[src/rtl/stack_seq.sv]
`default_nettype none
// ============================================================================
// Module   : stack_seq
// Purpose  : Stack-operation sequencer sitting upstream of the stack pointer.
//            Accepts one PUSH / POP / PEEK / DROP command at a time. It checks
//            for overflow and underflow, then runs the memory access and
//            drives the pointer update pulses.
// Ports    : clk, ir_reset           - clock, synchronous active-high reset
//            op_valid/op_ready       - command handshake (ready == IDLE)
//            op_code/op_arg/op_data  - command, DROP count-1, PUSH data
//            sp_addr                 - current stack pointer (bits [11:0] used)
//            stack_load/sp_add/ram_arg - pointer decrement / add controls
//            mem_*                   - data memory request/ack interface
//            result/result_valid     - POP/PEEK read data
//            err/err_code            - rejection pulse, 01 overflow 10 underflow
// Revision : 1.0 - initial release
// ============================================================================
module stack_seq (
  input  logic        clk,
  input  logic        ir_reset,
  input  logic        op_valid,
  output logic        op_ready,
  input  logic [2:0]  op_code,
  input  logic [9:0]  op_arg,
  input  logic [15:0] op_data,
  input  logic [15:0] sp_addr,
  output logic        stack_load,
  output logic        sp_add,
  output logic [9:0]  ram_arg,
  output logic [15:0] mem_addr,
  output logic [15:0] mem_wdata,
  output logic        mem_we,
  output logic        mem_re,
  input  logic        mem_ack,
  input  logic [15:0] mem_rdata,
  output logic [15:0] result,
  output logic        result_valid,
  output logic        err,
  output logic [1:0]  err_code
);

  localparam logic [2:0] S_IDLE  = 3'd0;
  localparam logic [2:0] S_WRITE = 3'd1;
  localparam logic [2:0] S_DEC   = 3'd2;
  localparam logic [2:0] S_INC   = 3'd3;
  localparam logic [2:0] S_READ  = 3'd4;
  localparam logic [2:0] S_ADJ   = 3'd5;

  localparam logic [2:0] OP_PUSH = 3'b001;
  localparam logic [2:0] OP_POP  = 3'b010;
  localparam logic [2:0] OP_PEEK = 3'b011;
  localparam logic [2:0] OP_DROP = 3'b100;

  localparam logic [1:0] E_OVF = 2'b01;
  localparam logic [1:0] E_UDF = 2'b10;

  logic [2:0]  r_state;
  logic [2:0]  w_next;
  logic [2:0]  r_op;
  logic [9:0]  r_arg;
  logic [15:0] r_data;
  logic [15:0] r_result;
  logic        r_result_valid;
  logic        r_err;
  logic [1:0]  r_err_code;

  logic        w_accept;
  logic        w_reject;
  logic [1:0]  w_rej_code;
  logic [11:0] w_p;
  logic [11:0] w_p_inc;
  logic [12:0] w_drop_sum;
  logic        w_empty;
  logic        w_unused_sp_hi;

  assign w_p            = sp_addr[11:0];
  assign w_p_inc        = w_p + 12'd1;
  assign w_empty        = (w_p == 12'hFFF);
  // 13-bit sum so a DROP that would wrap past the empty mark is caught
  assign w_drop_sum     = {1'b0, w_p} + {3'b000, op_arg} + 13'd1;
  assign w_unused_sp_hi = &{1'b0, sp_addr[15:12]};
  assign w_accept       = op_valid && (r_state == S_IDLE);

  // State register and registered outputs
  always_ff @(posedge clk) begin
    if (ir_reset) begin
      r_state        <= S_IDLE;
      r_op           <= 3'd0;
      r_arg          <= 10'd0;
      r_data         <= 16'd0;
      r_result       <= 16'd0;
      r_result_valid <= 1'b0;
      r_err          <= 1'b0;
      r_err_code     <= 2'b00;
    end else begin
      r_state        <= w_next;
      r_result_valid <= (r_state == S_READ) && mem_ack;
      r_err          <= w_reject;
      if (w_accept) begin
        r_op   <= op_code;
        r_arg  <= op_arg;
        r_data <= op_data;
      end
      if ((r_state == S_READ) && mem_ack) begin
        r_result <= mem_rdata;
      end
      if (w_reject) begin
        r_err_code <= w_rej_code;
      end
    end
  end

  // Next-state logic, including the acceptance-time bounds check
  always_comb begin
    w_next     = r_state;
    w_reject   = 1'b0;
    w_rej_code = 2'b00;
    case (r_state)
      S_IDLE: begin
        if (w_accept) begin
          case (op_code)
            OP_PUSH: begin
              if (w_p == 12'h000) begin
                w_reject   = 1'b1;
                w_rej_code = E_OVF;
              end else begin
                w_next = S_WRITE;
              end
            end
            OP_POP: begin
              if (w_empty) begin
                w_reject   = 1'b1;
                w_rej_code = E_UDF;
              end else begin
                w_next = S_INC;
              end
            end
            OP_PEEK: begin
              if (w_empty) begin
                w_reject   = 1'b1;
                w_rej_code = E_UDF;
              end else begin
                w_next = S_READ;
              end
            end
            OP_DROP: begin
              if (w_drop_sum > 13'h0FFF) begin
                w_reject   = 1'b1;
                w_rej_code = E_UDF;
              end else begin
                w_next = S_ADJ;
              end
            end
            default: w_next = S_IDLE;
          endcase
        end
      end
      S_WRITE: if (mem_ack) w_next = S_DEC;
      S_DEC:   w_next = S_IDLE;
      S_INC:   w_next = S_READ;
      S_READ:  if (mem_ack) w_next = S_IDLE;
      S_ADJ:   w_next = S_IDLE;
      default: w_next = S_IDLE;
    endcase
  end

  // Per-state control outputs; addresses track the live pointer, which does
  // not move while a request is outstanding, so requests stay stable.
  always_comb begin
    stack_load = 1'b0;
    sp_add     = 1'b0;
    ram_arg    = 10'd0;
    mem_addr   = 16'd0;
    mem_wdata  = 16'd0;
    mem_we     = 1'b0;
    mem_re     = 1'b0;
    case (r_state)
      S_WRITE: begin
        mem_we    = 1'b1;
        mem_addr  = {4'b0000, w_p};
        mem_wdata = r_data;
      end
      S_DEC: stack_load = 1'b1;
      S_INC: sp_add = 1'b1;
      S_READ: begin
        mem_re   = 1'b1;
        // POP has already moved the pointer onto the top entry; PEEK has not
        mem_addr = (r_op == OP_POP) ? {4'b0000, w_p} : {4'b0000, w_p_inc};
      end
      S_ADJ: begin
        sp_add  = 1'b1;
        ram_arg = r_arg;
      end
      default: ;
    endcase
  end

  assign op_ready     = (r_state == S_IDLE);
  assign result       = r_result;
  assign result_valid = r_result_valid;
  assign err          = r_err;
  assign err_code     = r_err_code;

endmodule
`default_nettype wire

[config.mk]
export PLATFORM = sky130hd
export DESIGN_NAME = stack_seq
export DESIGN_NICKNAME = d
export VERILOG_FILES = /design/src/rtl/stack_seq.sv
export SDC_FILE = /design/constraint.sdc
export NUM_CORES = 1
export LEC_CHECK = 0
export CORE_ASPECT_RATIO = 2
export CORE_MARGIN = 2
export CORE_UTILIZATION = 25
export CTS_CLUSTER_DIAMETER = 30
export CTS_CLUSTER_SIZE = 12
export DETAILED_ROUTE_END_ITERATION = 8
export GPL_ROUTABILITY_DRIVEN = 0
export SYNTH_ARGS = -nofsm -noshare
export SYNTH_HDL_FRONTEND = slang
export SYNTH_SLANG_ARGS = --single-unit
[constraint.sdc]
create_clock -name clk -period 2.49 [get_ports clk]
set_input_delay 0.6225 -clock clk [delete_from_list [all_inputs] [get_ports clk]]
set_output_delay 0.6225 -clock clk [all_outputs]
set_load 0.01 [all_outputs]
# [Yosys cells after proc, flatten, opt, wreduce, memory -nomap -nowiden]
# Index checks and enable logic that the tools add are counted.
[classes] n_addsub=3 multipliers=0 div_mod_pow=0 magnitude_cmp=1 n_eq_ne=18 n_shift=0 n_mux=29 bitwise=0 n_reduce_logical=7
[ops] operator="12-bit case mux with 2 select lines" n=1
[ops] operator="3-bit case mux with 4 select lines" n=2
[ops] operator="3-bit 2-to-1 mux" n=7
[ops] operator="16-bit 2-to-1 mux" n=1
[ops] operator="3-bit by 2-bit equality test with 1-bit output (second input constant)" n=5
[ops] operator="12-bit by 10-bit adder with 13-bit output" n=1
[ops] operator="13-bit by 1-bit adder with 13-bit output (second input constant)" n=1
[ops] operator="13-bit by 12-bit greater-than comparator with 1-bit output (second input constant)" n=1
[ops] operator="12-bit by 1-bit adder with 12-bit output (second input constant)" n=1
[ops] operator="12-bit equality test (second input constant)" n=1
[ops] operator="12-bit logical NOT" n=1
[ops] operator="12-bit 2-to-1 mux" n=1
[ops] operator="3-bit != test (second input constant)" n=4
[ops] operator="1-bit 2-to-1 mux" n=10
[ops] operator="10-bit 2-to-1 mux" n=1
[ops] operator="3-bit equality test (second input constant)" n=3
[ops] operator="2-bit 2-to-1 mux" n=4
[ops] operator="7-bit AND reduction" n=1
[ops] operator="3-bit by 1-bit equality test with 1-bit output (second input constant)" n=2
[ops] operator="2-bit case mux with 3 select lines" n=1
[ops] operator="2-bit != test (second input constant)" n=2
[ops] operator="2-bit OR reduction" n=2
[ops] operator="3-bit logical NOT" n=1
[ops] operator="1-bit case mux with 3 select lines" n=1
[ops] operator="other kinds (2)" n=3
[word_totals] ff_bits=52 latch_bits=0 ramBits=0 rom_bits=0 output_inout_bits=67 word_cells=66 mem_count=0

# [Logic depth before layout (Yosys ltp)]
[logic_depth] ltp_word=7 ltp_mapped=9 mapped_depth_nobuf=9

# [Worst setup path before layout]
# OpenSTA, ideal clock, no wires.
[synth_path] kind="in2reg" from="in sp_addr[0]" to="reg r_state[2]" arrival_time_ps=2102 setup_slack_ps=284 cell_stages=9 path_cell_list="inv_1 > ha_1 > inv_1 > fa_1 > a211oi_1 > o21ai_0 > a21oi_1 > o21ai_2 > a2111oi_2"
[synth_between] elab_chain_cells=5
[synth_lines] element="start, declared" line="26" source="input logic [15:0] sp_addr,"
[synth_lines] element="12-bit by 10-bit adder with 13-bit output" line="80" source="assign w_drop_sum = {1'b0, w_p} + {3'b000, op_arg} + 13'd1;"
[synth_lines] element="13-bit by 1-bit adder with 13-bit output" line="80"
[synth_lines] element="13-bit by 12-bit greater-than comparator with 1-bit output" line="147" source="if (w_drop_sum > 13'h0FFF) begin"
[synth_lines] element="3-bit != test (no line)"
[synth_lines] element="7-bit AND reduction (no line) *"
[synth_lines] element="end signal, assigned" line="96" source="r_state <= w_next;"
[synth_lines] element="end, declared" line="57" source="logic [2:0] r_state;"
# Every way passes the cells marked *; elsewhere a longest branch is shown, timed or not.
# A chain may end at the register's enable or synchronous reset.

# [Worst setup path in the final report]
[layout_path] from="in sp_addr[0]" to="out mem_addr[1]"
[layout_between] elab_chain_cells=3
[layout_lines] element="12-bit by 1-bit adder with 12-bit output" line="77" source="assign w_p_inc = w_p + 12'd1;"
[layout_lines] element="12-bit 2-to-1 mux" line="188" source="mem_addr = (r_op == OP_POP) ? {4'b0000, w_p} : {4'b0000, w_p_inc};"
[layout_lines] element="12-bit case mux with 2 select lines" line="177" source="case (r_state)"
[layout_lines] element="end, declared" line="30" source="output logic [15:0] mem_addr,"
# Every way passes these cells.

==> reports/metrics.yaml <==
detailed_routing:
  drc: 0
  ant_nets: 0
  wire_per_inst_um: 14.4
  via_count: 3153
  first_iter_violations: 101
  via_per_inst: 4.67
  dr.pass1.iters: 5
  wl_um: 9700
floorplanning:
  num_rows: 55
  io_pins: 132
  die_h_um: 155
  core_area_um2: 11200
  dieArea_um2: 12300
  start_util_pct: 25.4
  die_w_um: 79.5
timing:
  clock_skew_ns: 0.00668
  final.min_clock_period_ns: 2.41
  rsz0062_at_grt: "false"
  hold_violations: 0
  worst_pin_slew_ns: 0.593
  slew_headroom_pct: 60.1
  setup_viol: 0
  finalSetupTns_ns: 0
  timing.final.crit_share_pct: 96.6
  fmax_ghz: 0.416
  final_max_slew_viol_count: 0
worst_setup_path:
  start_kind: "input port"
  required_ns: 1.87
  cp_max_fo: 5
  endpoint_kind: "output port"
  cp.arrival_ns: 1.78
  critPathKind: "in2out"
cells_and_area:
  drive_gt1_share_pct: 18.8
  final_nets: 609
  antennaDiodeCount: 0
  stdcell_area_um2: 4760
  layout.cells.non_filler: 675
  syn_to_final_growth_pct: 66.8
clocking:
  cts-root-buf: "clkbuf_16"
  cts.sinks: 52
  cts-hold-fix-buffers: 0
  cts.clk_slew.worst_paths_ns: 0.07
  cts_buffers: 5
  cts_max_path_buffers: 2
  clock_latency_ns: 0.29
  htree_num_levels: 2
  cts_tree: "built"
job:
  max_cap_violations: 0
global_route:
  grt_overflow: 0
  grt_max_degree: 28
  grt_antenna_before_repair: 0
  grt_pass1_wl_um: 15000
  grt_pass1_vias: 3045
  gr-usage-all-layers_pct: 15.4
outcome:
  status: "complete, no violations"
logic_synthesis:
  synth_edf_count: 0
  ys.warnings.count: 0
  postSynthCellCount: 382
  ys_seq_area_share_pct: 36.5
  synthArstFlopShare_pct: 0
  ys.flop_type: "dfxtp_1"
  avgSynthCellArea_um2: 7.47
  synth-seq-cells: 52
  yosysUniqueCellTypes: 47
  syn_area_um2: 2850
power_and_ir_drop:
  vdd_drop_max_mv: 0.280
  static-leakage-power_nw: 2.15
  power_w: 0.00212
  power.density_nw_per_um2: 446
placement:
  place_area_um2: 4410
  dpl.cell_count: 657
  port_buffers: 123
  dp_hpwl_um: 7440
min_path:
  hold_class: "reg2reg"
repair_timing:
action                     4_1_cts  5_1_grt
setup endpoints to repair       31       26
resized for setup               73       43
pin swaps                        8        8
cloned                           0        2
setup buffers                    4        4
critical path: stages:
cell	delay (ns)
buf_2	0.17
inv_1	0.08
buf_4	0.13
ha_1	0.28
a32o_1	0.22
dlygate4sd2_1	0.28
power breakdown:
group | total, W | internal (W) | switching (W) | leakage (nW)
sequential | 0.000891 | 0.000873 | 0.0000185 | 0.425
combinational | 0.000468 | 0.000237 | 0.000231 | 1.64
clock | 0.000764 | 0.000473 | 0.000291 | 0.0808
path summary, 6_finish.rpt:
kind,startpoint,endpoint,slack [ns],depth (start not counted)
hold / removal,r_data[10],r_data[10],0.45,2
setup / recovery,sp_addr[0],mem_addr[1],0.08,6
setup reg to reg,r_state[1],result[2],0.81,6
hold reg to reg,r_data[10],r_data[10],0.45,2
logic make-up (layout without fill, tap and decap cells):
family	after synthesis	count (layout)	share of synthesized area, %
adder cells (fa/ha/maj)	12	12	5.53
AND/OR/NAND/NOR	182	182	31.4
other	1	4	0.131
buffers and inverters	38	186	6.62
AO/OA/AOI/OAI	94	94	18.9
XOR/XNOR	3	3	0.921
flip-flops	52	52	36.5
registers in the layout (all words and copies together), names as in the netlist:
| signal | flops |
|---|---|
| r_data | 16 |
| result_valid | 1 |
| r_arg | 10 |
| r_op | 3 |
| err_code | 2 |
| err | 1 |
| result | 16 |
| r_state | 3 |
synthesized netlist by cell type, drive strengths merged (2+ instances only):
cell / n / area share, %
and2: 31 / 6.8
and3: 3 / 0.66
nand3: 5 / 0.88
xnor2: 3 / 0.92
o21ai: 23 / 4.3
ha: 11 / 4.8
nor4: 2 / 0.97
nor2: 17 / 2.2
a21oi: 55 / 9.6
nor3b: 2 / 0.53
nor4b: 2 / 0.61
a31oi: 4 / 0.88
nand2: 99 / 13
and4: 3 / 1.1
nand2b: 3 / 0.92
nor3: 5 / 1.3
inv: 7 / 0.92
dfxtp: 52 / 36
nand4: 6 / 1.3
buf: 21 / 4.4
clkbuf: 10 / 1.3
a2111oi: 2 / 1.1
layout by cell type, fill, tap and decap left out, types with 3 or more instances in the layout:
cell type / n
nand2_1: 99
clkdlybuf4s50_1: 83
a21oi_1: 54
dfxtp_1: 50
buf_4: 44
and2_1: 30
nor2_1: 15
dlymetal6s2s_1: 15
o21ai_0: 14
ha_1: 10
buf_2: 9
o21ai_1: 7
clkbuf_16: 7
nand4_1: 6
clkbuf_2: 6
dlygate4sd2_1: 6
inv_1: 5
nand3_1: 4
a31oi_1: 4
conb_1: 4
xnor2_1: 3
clkdlybuf4s15_2: 3
metal layers:
layer | global-route usage (%) | vias up | wire length (um)
li1 | - | 1580 | -
met1 | 15.5 | 1449 | 3260
met2 | 30.1 | 105 | 5660
met3 | 1.62 | 19 | 423
met4 | 7.47 | 0 | 345
met5 | 0 | - | 0
cell type report:
class                           instances  area, um^2
Multi-Input combinational cell        295        1730
Sequential cell                        52        1040
Inverter                                7        31.3
Clock inverter                          2        35.0
Timing Repair Buffer                  171        1610
Fill cell                            1156        6460
Clock buffer                            6         129
Tap cell                              142         178
metrics by stage:
stage	hold WS (ns)	util, %	worst slack [ns]
after floorplan	0.432	-	0.284
after global placement	0.439	39.3	-0.675
after detailed placement	0.442	39.3	-0.687
after CTS	0.453	41.4	-0.0181
after global routing	0.473	42.4	0.000593
final	0.451	42.4	0.0840
No activity file was read; power rests on OpenSTA's default activity.
